===== src/rtl/fifo_uart_tx_pkg.sv =====
// Shared types for the FIFO-fed UART transmitter: FSM state encoding.
package fifo_uart_tx_pkg;

    typedef enum logic [2:0] {
        ST_IDLE   = 3'd0,
        ST_FETCH  = 3'd1,
        ST_LOAD   = 3'd2,
        ST_START  = 3'd3,
        ST_DATA   = 3'd4,
        ST_PARITY = 3'd5,
        ST_STOP   = 3'd6
    } state_e;

endpackage


===== src/rtl/uart_baud_cnt.sv =====
// Baud counter: counts 0..CLKS_PER_BIT-1 while clr_i is low, bit_end_o on the last count.
// Wraps only through its own bit_end clear or clr_i; no overflow path.
module uart_baud_cnt #(
    parameter int CLKS_PER_BIT = 16,
    parameter int CNT_WIDTH    = $clog2(CLKS_PER_BIT)
) (
    input  logic clk_i,
    input  logic rst_i,
    input  logic clr_i,
    output logic bit_end_o
);

    localparam logic [CNT_WIDTH-1:0] CNT_LAST = CNT_WIDTH'(CLKS_PER_BIT - 1);

    logic [CNT_WIDTH-1:0] cnt_q;
    logic [CNT_WIDTH-1:0] cnt_d;

    assign bit_end_o = !clr_i && (cnt_q == CNT_LAST);

    always_comb begin
        cnt_d = cnt_q + 1'b1;
        if (clr_i || bit_end_o) begin
            cnt_d = '0;
        end
    end

    always_ff @(posedge clk_i or posedge rst_i) begin
        if (rst_i) begin
            cnt_q <= '0;
        end else begin
            cnt_q <= cnt_d;
        end
    end

endmodule


===== src/rtl/fifo_uart_tx.sv =====
// Pops words from a 1-cycle-latency FIFO and serializes them as UART frames (start, LSB-first data, opt. even parity, stop).
// Pops only when enable_i && !fifo_empty_i in IDLE or the final stop cycle; tx_o is registered.
module fifo_uart_tx
    import fifo_uart_tx_pkg::*;
#(
    parameter int WIDTH        = 8,
    parameter int CLKS_PER_BIT = 16,
    parameter int PARITY_EN    = 0,
    parameter int CNT_WIDTH    = $clog2(CLKS_PER_BIT),
    parameter int IDX_WIDTH    = (WIDTH > 1) ? $clog2(WIDTH) : 1
) (
    input  logic             clk_i,
    input  logic             rst_i,
    input  logic             enable_i,
    input  logic             fifo_empty_i,
    input  logic [WIDTH-1:0] fifo_rd_data_i,
    output logic             fifo_rd_en_o,
    output logic             tx_o,
    output logic             busy_o,
    output logic             frame_done_o
);

    localparam logic [IDX_WIDTH-1:0] IDX_LAST = IDX_WIDTH'(WIDTH - 1);

    state_e               state_q, state_d;
    logic [WIDTH-1:0]     shift_q, shift_d;
    logic [IDX_WIDTH-1:0] idx_q, idx_d;
    logic                 par_q, par_d;
    logic                 tx_q, tx_d;
    logic                 bit_end;
    logic                 cnt_clr;
    logic                 start_ok;

    assign start_ok = enable_i && !fifo_empty_i;
    // Counter idles at zero outside the bit-timed states, so START always begins at count 0.
    assign cnt_clr  = !(state_q inside {ST_START, ST_DATA, ST_PARITY, ST_STOP});

    uart_baud_cnt #(
        .CLKS_PER_BIT(CLKS_PER_BIT),
        .CNT_WIDTH   (CNT_WIDTH)
    ) u_baud (
        .clk_i    (clk_i),
        .rst_i    (rst_i),
        .clr_i    (cnt_clr),
        .bit_end_o(bit_end)
    );

    always_comb begin
        state_d = state_q;
        shift_d = shift_q;
        idx_d   = idx_q;
        par_d   = par_q;
        tx_d    = 1'b1;
        unique case (state_q)
            ST_IDLE:  if (start_ok) state_d = ST_FETCH;
            ST_FETCH: state_d = ST_LOAD;
            ST_LOAD: begin
                shift_d = fifo_rd_data_i;
                par_d   = ^fifo_rd_data_i;
                idx_d   = '0;
                state_d = ST_START;
            end
            ST_START: if (bit_end) state_d = ST_DATA;
            ST_DATA: begin
                if (bit_end) begin
                    shift_d = shift_q >> 1;
                    if (idx_q == IDX_LAST) begin
                        state_d = (PARITY_EN != 0) ? ST_PARITY : ST_STOP;
                    end else begin
                        idx_d = idx_q + 1'b1;
                    end
                end
            end
            ST_PARITY: if (bit_end) state_d = ST_STOP;
            ST_STOP:   if (bit_end) state_d = start_ok ? ST_FETCH : ST_IDLE;
            default:   state_d = ST_IDLE;
        endcase

        // Line level is computed for the state being entered so the register tracks state_q exactly.
        unique case (state_d)
            ST_START:  tx_d = 1'b0;
            ST_DATA:   tx_d = shift_d[0];
            ST_PARITY: tx_d = par_d;
            default:   tx_d = 1'b1;
        endcase
    end

    always_ff @(posedge clk_i or posedge rst_i) begin
        if (rst_i) begin
            state_q <= ST_IDLE;
            shift_q <= '0;
            idx_q   <= '0;
            par_q   <= 1'b0;
            tx_q    <= 1'b1;
        end else begin
            state_q <= state_d;
            shift_q <= shift_d;
            idx_q   <= idx_d;
            par_q   <= par_d;
            tx_q    <= tx_d;
        end
    end

    assign tx_o         = tx_q;
    assign fifo_rd_en_o = (state_q == ST_FETCH);
    assign busy_o       = (state_q != ST_IDLE);
    assign frame_done_o = (state_q == ST_STOP) && bit_end;

endmodule


===== config.mk =====
export PLATFORM = sky130hd
export DESIGN_NAME = fifo_uart_tx
export DESIGN_NICKNAME = d
export VERILOG_FILES = /design/src/rtl/fifo_uart_tx_pkg.sv /design/src/rtl/uart_baud_cnt.sv /design/src/rtl/fifo_uart_tx.sv
export SDC_FILE = /design/constraint.sdc
export NUM_CORES = 1
export LEC_CHECK = 0
export ABC_CLOCK_PERIOD_IN_PS = 2500
export CORE_AREA = 2 2 44 56
export DETAILED_ROUTE_END_ITERATION = 12
export DIE_AREA = 0 0 46 58
export PLACE_DENSITY = 0.85
export SETUP_SLACK_MARGIN = 0.05
export SLEW_MARGIN = 10
export SYNTH_ARGS = -nofsm -noshare
export SYNTH_HDL_FRONTEND = slang
export SYNTH_SLANG_ARGS = --single-unit

===== constraint.sdc =====
create_clock -name clk_i -period 2.5 [get_ports clk_i]
set_input_delay 0.5 -clock clk_i [delete_from_list [all_inputs] [get_ports clk_i]]
set_output_delay 0.5 -clock clk_i [all_outputs]
set_load 0.005 [all_outputs]

## Word level (Yosys, flattened, before mapping)

Cells that the tools add are included.

- Output and inout port bits: 4
- Memory bits (writable): 0
- Latch bits: 0
- Register bits after elaboration: 20
- Bits of input ports: 12
- Memories kept: 0
- Logic and storage cells: 51
- Memory bits (read-only): 0

- Divide/modulo/power cells: 0
- Multiply operators: 0
- Reduce and logical (&&, ||, !) cells: 13
- Multiplexer cells: 16
- Add/sub/neg operators: 2
- Shift-type cells: 0
- Bitwise operators: 0
- Equality and inequality tests: 13
- Magnitude comparators: 0

Operators by type and width:

| operator | number |
|---|---|
| $mux 3 | 8 |
| $pmux 3 s7 | 1 |
| $eq 3x3->1 const B | 6 |
| $pmux 8 s2 | 1 |
| $eq 3x2->1 const B | 3 |
| $mux 8 | 1 |
| $reduce_xor 8->1 | 1 |
| $pmux 3 s2 | 1 |
| $add 4x1->4 const B | 1 |
| $eq 4x4->1 const B | 1 |
| $mux 4 | 1 |
| $ne 2x2->1 const B | 2 |
| $reduce_bool 4->1 | 1 |
| $add 3x1->3 const B | 1 |
| $eq 3x1->1 const B | 1 |
| $logic_and 1x1->1 | 3 |
| $logic_not 3->1 | 1 |
| $pmux 1 s3 | 1 |
| $reduce_and 3->1 | 1 |
| $reduce_bool 3->1 | 1 |
| $logic_not 1->1 | 2 |
| $mux 1 | 2 |
| $reduce_and 2->1 | 1 |
| $reduce_bool 2->1 | 1 |
| $logic_or 1x1->1 | 1 |

## Longest topological paths before layout

Gate-level depths: netlist of the first run.

- Depth after elaboration: 7
- Mapped depth: 7
- Mapped depth without buffers: 6

## By module

From an unflattened synthesis of the first run, not the netlist that was laid out.

- Cell total of the unflattened synthesis: 120
- Area total of the unflattened synthesis: 1156.1 µm²

By module, submodules not included:

| module | cells each | instances | area each (µm²) |
|---|---|---|---|
| fifo_uart_tx | 105 | 1 | 978.4 |
| uart_baud_cnt | 15 | 1 | 177.7 |

## Least setup slack after synthesis of the first run

Ideal clock, no wire load.

- Path kind: register to register
- Start point: reg state_q[0]
- End point: reg tx_q (netlist: tx_o)
- Buffers on the path: 2
- Setup time: 0.085 ns
- Clock period less this slack: 1.820 ns
- Arrival: 1.735 ns
- Setup slack: 0.680 ns
- Stages on the path, launching flop included: 8
- Cell sequence: dfrtp_1 clkbuf_1 nor3b_1 o21ba_1 buf_2 a221o_1 nor4b_2 a211oi_1

- Elaborated cells between the ends (all ways): 23

RTL lines:

| what | line | RTL |
|---|---|---|
| start, declared | fifo_uart_tx.sv:25 | `state_e state_q, state_d;` |
| start signal, assigned | fifo_uart_tx.sv:96 | `state_q <= state_d;` |
| $eq 3x2->1 (tied with other cells) | fifo_uart_tx.sv:36 | `assign cnt_clr = !(state_q inside {ST_START, ST_DATA, ST_PARITY, ST_STOP});` |
| $reduce_bool 4->1 | fifo_uart_tx.sv:36 |  |
| $logic_and 1x1->1 | uart_baud_cnt.sv:18 | `assign bit_end_o = !clr_i && (cnt_q == CNT_LAST);` |
| $mux 8 | fifo_uart_tx.sv:65 | `if (bit_end) begin` |
| $pmux 8 s2 * | fifo_uart_tx.sv:54 | `unique case (state_q)` |
| net shift_d[0] | fifo_uart_tx.sv:26 | `logic [WIDTH-1:0] shift_q, shift_d;` |
| $pmux 1 s3 * | fifo_uart_tx.sv:80 | `unique case (state_d)` |
| net tx_d | fifo_uart_tx.sv:29 | `logic tx_q, tx_d;` |
| end signal, assigned | fifo_uart_tx.sv:100 | `tx_q <= tx_d;` |
| end, declared | fifo_uart_tx.sv:29 |  |

The timed path passes the listed nets; every way through them passes the cells marked *. The select of a mux whose other input is x is not followed.
A chain may end at the register's enable or synchronous reset.

## Worst setup path in the final report of the first run

- Start point: reg u_baud.cnt_q[0]
- End point: out frame_done_o

- Longest elaborated chain between the ends: 3

RTL lines:

| what | line | RTL |
|---|---|---|
| start, declared | uart_baud_cnt.sv:15 | `logic [CNT_WIDTH-1:0] cnt_q;` |
| start signal, assigned | uart_baud_cnt.sv:31 | `cnt_q <= cnt_d;` |
| $eq 4x4->1 | uart_baud_cnt.sv:18 |  |
| $logic_and 1x1->1 | uart_baud_cnt.sv:18 |  |
| $logic_and 1x1->1 | fifo_uart_tx.sv:107 | `assign frame_done_o = (state_q == ST_STOP) && bit_end;` |
| end, declared | fifo_uart_tx.sv:20 | `output logic frame_done_o` |

Every way passes these cells.

==> run summary, run 1 <==
Mean Syn Cell Area: 9.64 µm²
cells resized by post-CTS repair: 0
Placed Cells: 144
Worst-Margin Slew: 0.735 ns
Post-synth EDFFs: 0
H-tree depth: 1
Int Power: 0.723 mW
Clock transition at path regs: 0.11 ns
top_reg_cell synth: dfrtp_1
largest net degree at the start of global routing: 21
r2r startpoint: state_q[2]$_DFF_PP0_
Final Hold Viols: 0
Cell Chain, Critical Path: ha_1, and3_2, and3_1, clkdlybuf4s50_1
critical path fanouts, max: 7
Port Buffers: 15
Pwr per Cell Area: 857 nW/µm²
Switching Fraction: 34.4%
row cnt: 19
Overflow after GRT: 0
Max-slew headroom: 51.0%
hold crit path type: flip-flop to flip-flop
worst-skew pair later-pin latency: 0.29 ns
Data arrival, critical path: 1.83 ns
Tmin final: 2.33 ns
DRT Wirelength: 1980 µm
width of the chip: 46 µm
register area share after synthesis: 46.5%
Clock Skew: 0.00286 ns
highest-count cells in the layout ignoring fill and taps: 19 x dfrtp_1, 17 x nand2_1, 15 x clkdlybuf4s50_1
Peak VDD IR: 590 µV
most common cell after layout, fill and taps aside: dfrtp_1
Total GRT Usage: 17.6%
final std cells w/o fill: 148
RSZ-0062 raised after global routing: no
Critical Path Source: u_baud.cnt_q[0]$_DFF_PP0_
vias in the first global route: 842
share of cells above drive strength 1: 7.87%
Clk pwr share: 16.6%
P_sw: 0.379 mW
post-synth cell types: 35
#FFs+latches synth: 20
Post-route DRC: 0
worst endpoint required time: 2.00 ns
Reg power frac: 48.3%
CP endpoint: frame_done_o
ANT nets after route: 0
via/cell ratio: 5.72
Chip Height: 58 µm
register-to-register setup slack: 0.38 ns
core area: 2140 µm²
iteration-0 DRC count of the detailed router: 24
routability cong.: 0.755
Worst path max stage delay: 0.43 ns
Starting Density: 50.5%
Setup Viol. Count Final: 0
Final period util: 93.3%
die area: 2670 µm²
IO Pins: 16
placed wire-length estimate: 1490 µm
Max Slew Vio Count: 0
Setup CP Type: flip-flop to output pin
Post-CTS Setup Repair Bufs: 0
root buf cell: clkbuf_4
Synth warnings: 0
max_cap viols: 0
Nets: 143
Critical R2R Capture: tx_o$_DFF_PP1_
Critical Path End Type: output pin
clock sinks: 20
Logic pwr share: 35.1%
drt pass-1 iters: 4
Inserted Clock Buffers: 3
area grow syn2layout: 19.0%
initial antenna violation count: 0
synthesized net count: 127
Netlist Area Pre-Place: 1080 µm²
synthesized instance count: 112
WL/cell: 13.3 µm
CP max stage cell: clkdlybuf4s50_1
setup TNS: 0 ns
reg2reg path depth: 5
first-pass GRT wire length: 3440 µm
status: finished, final reports clean
Hold WS: 0.461 ns
Pleak: 0.579 nW
Clock Path Buffers: 2
via count: 846
Ant. Diodes: 0
Setup crit start kind: flip-flop
Hold Buf Count CTS: 0
fraction of registers with async set/reset: 100%
Max Freq: 0.429 GHz
TritonCTS clock tree: built
==> worst min-delay path by stage <==
stage / start / end / depth (start not counted) / slack (ns)
4_1_cts: u_baud.cnt_q[0]$_DFF_PP0_ / u_baud.cnt_q[0]$_DFF_PP0_ / 1 / 0.47
6_report: u_baud.cnt_q[0]$_DFF_PP0_ / u_baud.cnt_q[0]$_DFF_PP0_ / 1 / 0.46
5_1_grt: u_baud.cnt_q[0]$_DFF_PP0_ / u_baud.cnt_q[0]$_DFF_PP0_ / 1 / 0.48
3_5_place_dp: u_baud.cnt_q[0]$_DFF_PP0_ / u_baud.cnt_q[0]$_DFF_PP0_ / 1 / 0.45
2_1_floorplan: u_baud.cnt_q[0]$_DFF_PP0_ / u_baud.cnt_q[0]$_DFF_PP0_ / 1 / 0.43
3_3_place_gp: u_baud.cnt_q[0]$_DFF_PP0_ / u_baud.cnt_q[0]$_DFF_PP0_ / 1 / 0.44
==> kinds of logic after synthesis <==
logic type	synth area share, %
multiplexers	1.85
XOR/XNOR	8.11
AND/OR/NAND/NOR	22.4
AO/OA/AOI/OAI	14.8
adder cells (fa/ha/maj)	3.48
flip-flops	46.5
buffers and inverters	2.90
==> synthesized netlist by cell type, drive strengths merged, types with 3 or more instances <==
| master | count | share of area (%) |
|---|---|---|
| clkbuf | 5 | 1.7 |
| ha | 3 | 3.5 |
| nand2b | 3 | 1.7 |
| o21ai | 6 | 2.8 |
| dfrtp | 19 | 44 |
| nand2 | 17 | 5.9 |
| a22oi | 8 | 5.6 |
| xnor2 | 8 | 6.5 |
| nor2 | 8 | 2.8 |
==> stage by stage <==
step / area [µm²] / setup slack [ns] / util, % / total power [mW]
3_5_place_dp: 1250 / 0.406 / 58.3 / 0.928
2_1_floorplan: 1080 / 0.680 / - / 0.809
5_1_grt: 1280 / 0.0996 / 60.1 / 1.19
6_report: 1280 / 0.167 / 60.1 / 1.10
4_1_cts: 1280 / 0.135 / 60.0 / 1.11
3_3_place_gp: 1250 / 0.493 / 58.3 / 0.895
==> critical path: cells and delay by family, from the launching register on <==
kind	cells	cell delay, ns
fa+ha+maj	1	0.24
simple gates	2	0.45
buf+inv	1	0.43
flops	1	0.41
==> layer usage <==
metal  track usage (%)  wire length (µm)
met4              8.16                18
met2              29.8              1000
met1              21.5               893
met3              2.18                60
met5                 0                 0
==> area by class of cell <==
type / count / area (µm²)
clock buffer: 4 / 36.3
inverter: 2 / 7.51
tap: 21 / 26.3
timing repair buffer: 17 / 165
sequential: 20 / 502
multi-input combinational: 84 / 548
fill: 185 / 855
==> sequential cells by signal (all words and copies together), names as in the netlist <==
name and flops:
idx_q 3, par_q 1, shift_q 8, state_q 3
tx_o 1, u_baud.cnt_q 4
==> power by group through the flow <==
| stage | registers, mW | logic [mW] | clock network [mW] |
|---|---|---|---|
| after floorplan | 0.501 | 0.308 | 0 |
| after global routing | 0.547 | 0.448 | 0.200 |
| after CTS | 0.531 | 0.391 | 0.188 |
| after detailed placement | 0.537 | 0.391 | 0 |
| final | 0.533 | 0.387 | 0.183 |
| after global placement | 0.529 | 0.367 | 0 |
(Power assumes the default switching activity.)
==> run 2: changes to the inputs <==
--- a/config.mk
+++ b/config.mk
@@ -6,10 +6,11 @@
 export NUM_CORES = 1
 export LEC_CHECK = 0
 export ABC_CLOCK_PERIOD_IN_PS = 2500
-export CORE_AREA = 2 2 44 56
+export CORE_AREA = 2 2 41 53
 export DETAILED_ROUTE_END_ITERATION = 12
-export DIE_AREA = 0 0 46 58
-export PLACE_DENSITY = 0.85
+export DIE_AREA = 0 0 43 55
+export DONT_BUFFER_PORTS = 1
+export PLACE_DENSITY_LB_ADDON = 0.1
 export SETUP_SLACK_MARGIN = 0.05
 export SLEW_MARGIN = 10
 export SYNTH_ARGS = -nofsm -noshare
==> run summary, run 2 (synthesis results as in run 1) <==
max FFs per register: 8 (unchanged)
Nets: 129 (was 143)
Post-route DRC: 0 (unchanged)
share of cells above drive strength 1: 8.85% (was 7.87%)
Worst path max stage delay: 0.49 ns (was 0.43 ns)
Tmin final: 2.02 ns (was 2.33 ns)
Buf/Inv on CP: 0 (was 1)
vias in the first global route: 786 (was 842)
first-pass GRT wire length: 3330 µm (was 3440 µm)
Setup CP Type: flip-flop to flip-flop (was flip-flop to output pin)
routability cong.: 0.788 (was 0.755)
Multi-input gate area: 547 µm² (was 548 µm²)
Total GRT Usage: 19.4% (was 17.6%)
via/cell ratio: 6.02 (was 5.72)
Post-CTS Setup Repair Bufs: 0 (unchanged)
Place WS: 0.495 ns (was 0.406 ns)
initial antenna violation count: 0 (unchanged)
Clock transition at path regs: 0.11 ns (about the same)
biggest regs: shift_q (8), u_baud.cnt_q (4) (unchanged)
register-to-register setup slack: 0.48 ns (was 0.38 ns)
RSZ-0062 raised after global routing: no (unchanged)
Starting Density: 57.1% (was 50.5%)
Setup crit start kind: flip-flop (unchanged)
largest net degree at the start of global routing: 21 (unchanged)
cells resized by post-CTS repair: 0 (unchanged)
Final Cell Area: 1140 µm² (was 1280 µm²)
area grow syn2layout: 5.56% (was 19.0%)
width of the chip: 43 µm (was 46 µm)
Pwr per Cell Area: 930 nW/µm² (was 857 nW/µm²)
Final period util: 80.9% (was 93.3%)
Cell Chain, Critical Path: or3b_1, o21ba_1, a221o_1, nor4b_2, a211oi_1 (was ha_1, and3_2, and3_1, clkdlybuf4s50_1)
Hold Buf Count CTS: 0 (unchanged)
TritonCTS clock tree: built (unchanged)
hold crit path type: primary input to async pin (was flip-flop to flip-flop)
die area: 2370 µm² (was 2670 µm²)
Critical R2R Capture: tx_o$_DFF_PP1_ (unchanged)
clock sinks: 20 (unchanged)
r2r startpoint: state_q[0]$_DFF_PP0_ (was state_q[2]$_DFF_PP0_)
Clock Skew: 0.00408 ns (was 0.00286 ns)
critical path fanouts, max: 11 (was 7)
worst endpoint required time: 2.73 ns (was 2.00 ns)
Ant. Diodes: 0 (unchanged)
register area: 502 µm² (unchanged)
ANT nets after route: 0 (unchanged)
core area: 1890 µm² (was 2140 µm²)
status: finished, final reports clean (unchanged)
fillers: 171 (was 185)
H-tree depth: 1 (unchanged)
Max Slew Vio Count: 0 (unchanged)
Critical Path End Type: flip-flop (was output pin)
placed wire-length estimate: 1490 µm (about the same)
setup TNS: 0 ns (unchanged)
Peak VDD IR: 623 µV (was 590 µV)
worst-skew pair later-pin latency: 0.30 ns (was 0.29 ns)
Clock Path Buffers: 2 (unchanged)
row cnt: 18 (was 19)
Crit path max-delay family: compound AO/OA/AOI/OAI gates (was simple AND/OR/NAND/NOR gates)
iteration-0 DRC count of the detailed router: 10 (was 24)
drt pass-1 iters: 4 (unchanged)
CP max stage cell: dfrtp_1 (was clkdlybuf4s50_1)
Data arrival, critical path: 2.25 ns (was 1.83 ns)
IO Pins: 16 (unchanged)
root buf cell: clkbuf_4 (unchanged)
Power Total: 1.06 mW (was 1.10 mW)
WL/cell: 14.8 µm (was 13.3 µm)
max_cap viols: 0 (unchanged)
Inserted Clock Buffers: 3 (unchanged)
Pleak: 0.527 nW (was 0.579 nW)
Port Buffers: 0 (was 15)
Overflow after GRT: 0 (unchanged)
most common cell after layout, fill and taps aside: dfrtp_1 (unchanged)
Max-slew headroom: 52.2% (was 51.0%)
Max Freq: 0.494 GHz (was 0.429 GHz)
largest register by flop count: shift_q (unchanged)
highest-count cells in the layout ignoring fill and taps: 19 x dfrtp_1, 17 x nand2_1, 8 x nor2_1, 8 x a22oi_1, 8 x xnor2_1 (was 19 x dfrtp_1, 17 x nand2_1, 15 x clkdlybuf4s50_1)
reg2reg path depth: 5 (unchanged)
Final Hold Viols: 0 (unchanged)
DP Area: 1100 µm² (was 1250 µm²)
via count: 800 (was 846)
Chip Height: 55 µm (was 58 µm)
Worst-Margin Slew: 0.717 ns (was 0.735 ns)
final worst slack: 0.477 ns (was 0.167 ns)
Setup Viol. Count Final: 0 (unchanged)
Hold WS: 0.195 ns (was 0.461 ns)
DRT Wirelength: 1970 µm (was 1980 µm)
run 2: cell count changes in the layout (fill, tap and decap cells not counted), sizes merged:
cell and delta:
buf +1, clkdlybuf4s50 -15
run 2: metal layers:
layer | global-route usage [%] | vias to the layer above | routed length (µm)
li1 | - | 391 | -
met1 | 23.0 | 393 | 896
met2 | 33.8 | 11 | 978
met3 | 1.62 | 5 | 39
met4 | 13.1 | 0 | 51
met5 | 0 | - | 0
run 2: area by class of cell:
cell class / count / area share, %
Multi-Input combinational cell: 84 / 48.0
Sequential cell: 20 / 44.0
Tap cell: 20 / 2.20
Clock buffer: 4 / 3.18
Inverter: 2 / 0.659
Timing Repair Buffer: 3 / 1.98
run 2: stage by stage:
step	util, %	cells
5_1_grt	60.3	133
6_report	60.3	133
3_3_place_gp	58.3	129
2_1_floorplan	-	112
4_1_cts	60.3	133
3_5_place_dp	58.3	129
run 2: power breakdown:
group / total, mW / internal [mW] / leakage (nW) / switching, mW
logic: 0.347 / 0.159 / 0.261 / 0.188
clock network: 0.182 / 0.0888 / 0.0210 / 0.0936
registers: 0.530 / 0.446 / 0.245 / 0.0844
total: 1.06 / 0.694 / 0.527 / 0.366
run 2: worst max path at each step:
stage | cells past startpoint | slack [ns] | start | endpoint
finish | 5 | 0.48 | state_q[0]$_DFF_PP0_ | tx_o$_DFF_PP1_
detailed placement | 5 | 0.49 | state_q[0]$_DFF_PP0_ | tx_o$_DFF_PP1_
global placement | 5 | 0.56 | state_q[0]$_DFF_PP0_ | tx_o$_DFF_PP1_
floorplan | 7 | 0.68 | state_q[0]$_DFF_PP0_ | tx_o$_DFF_PP1_
CTS | 5 | 0.48 | state_q[0]$_DFF_PP0_ | tx_o$_DFF_PP1_
global route | 5 | 0.37 | state_q[0]$_DFF_PP0_ | tx_o$_DFF_PP1_
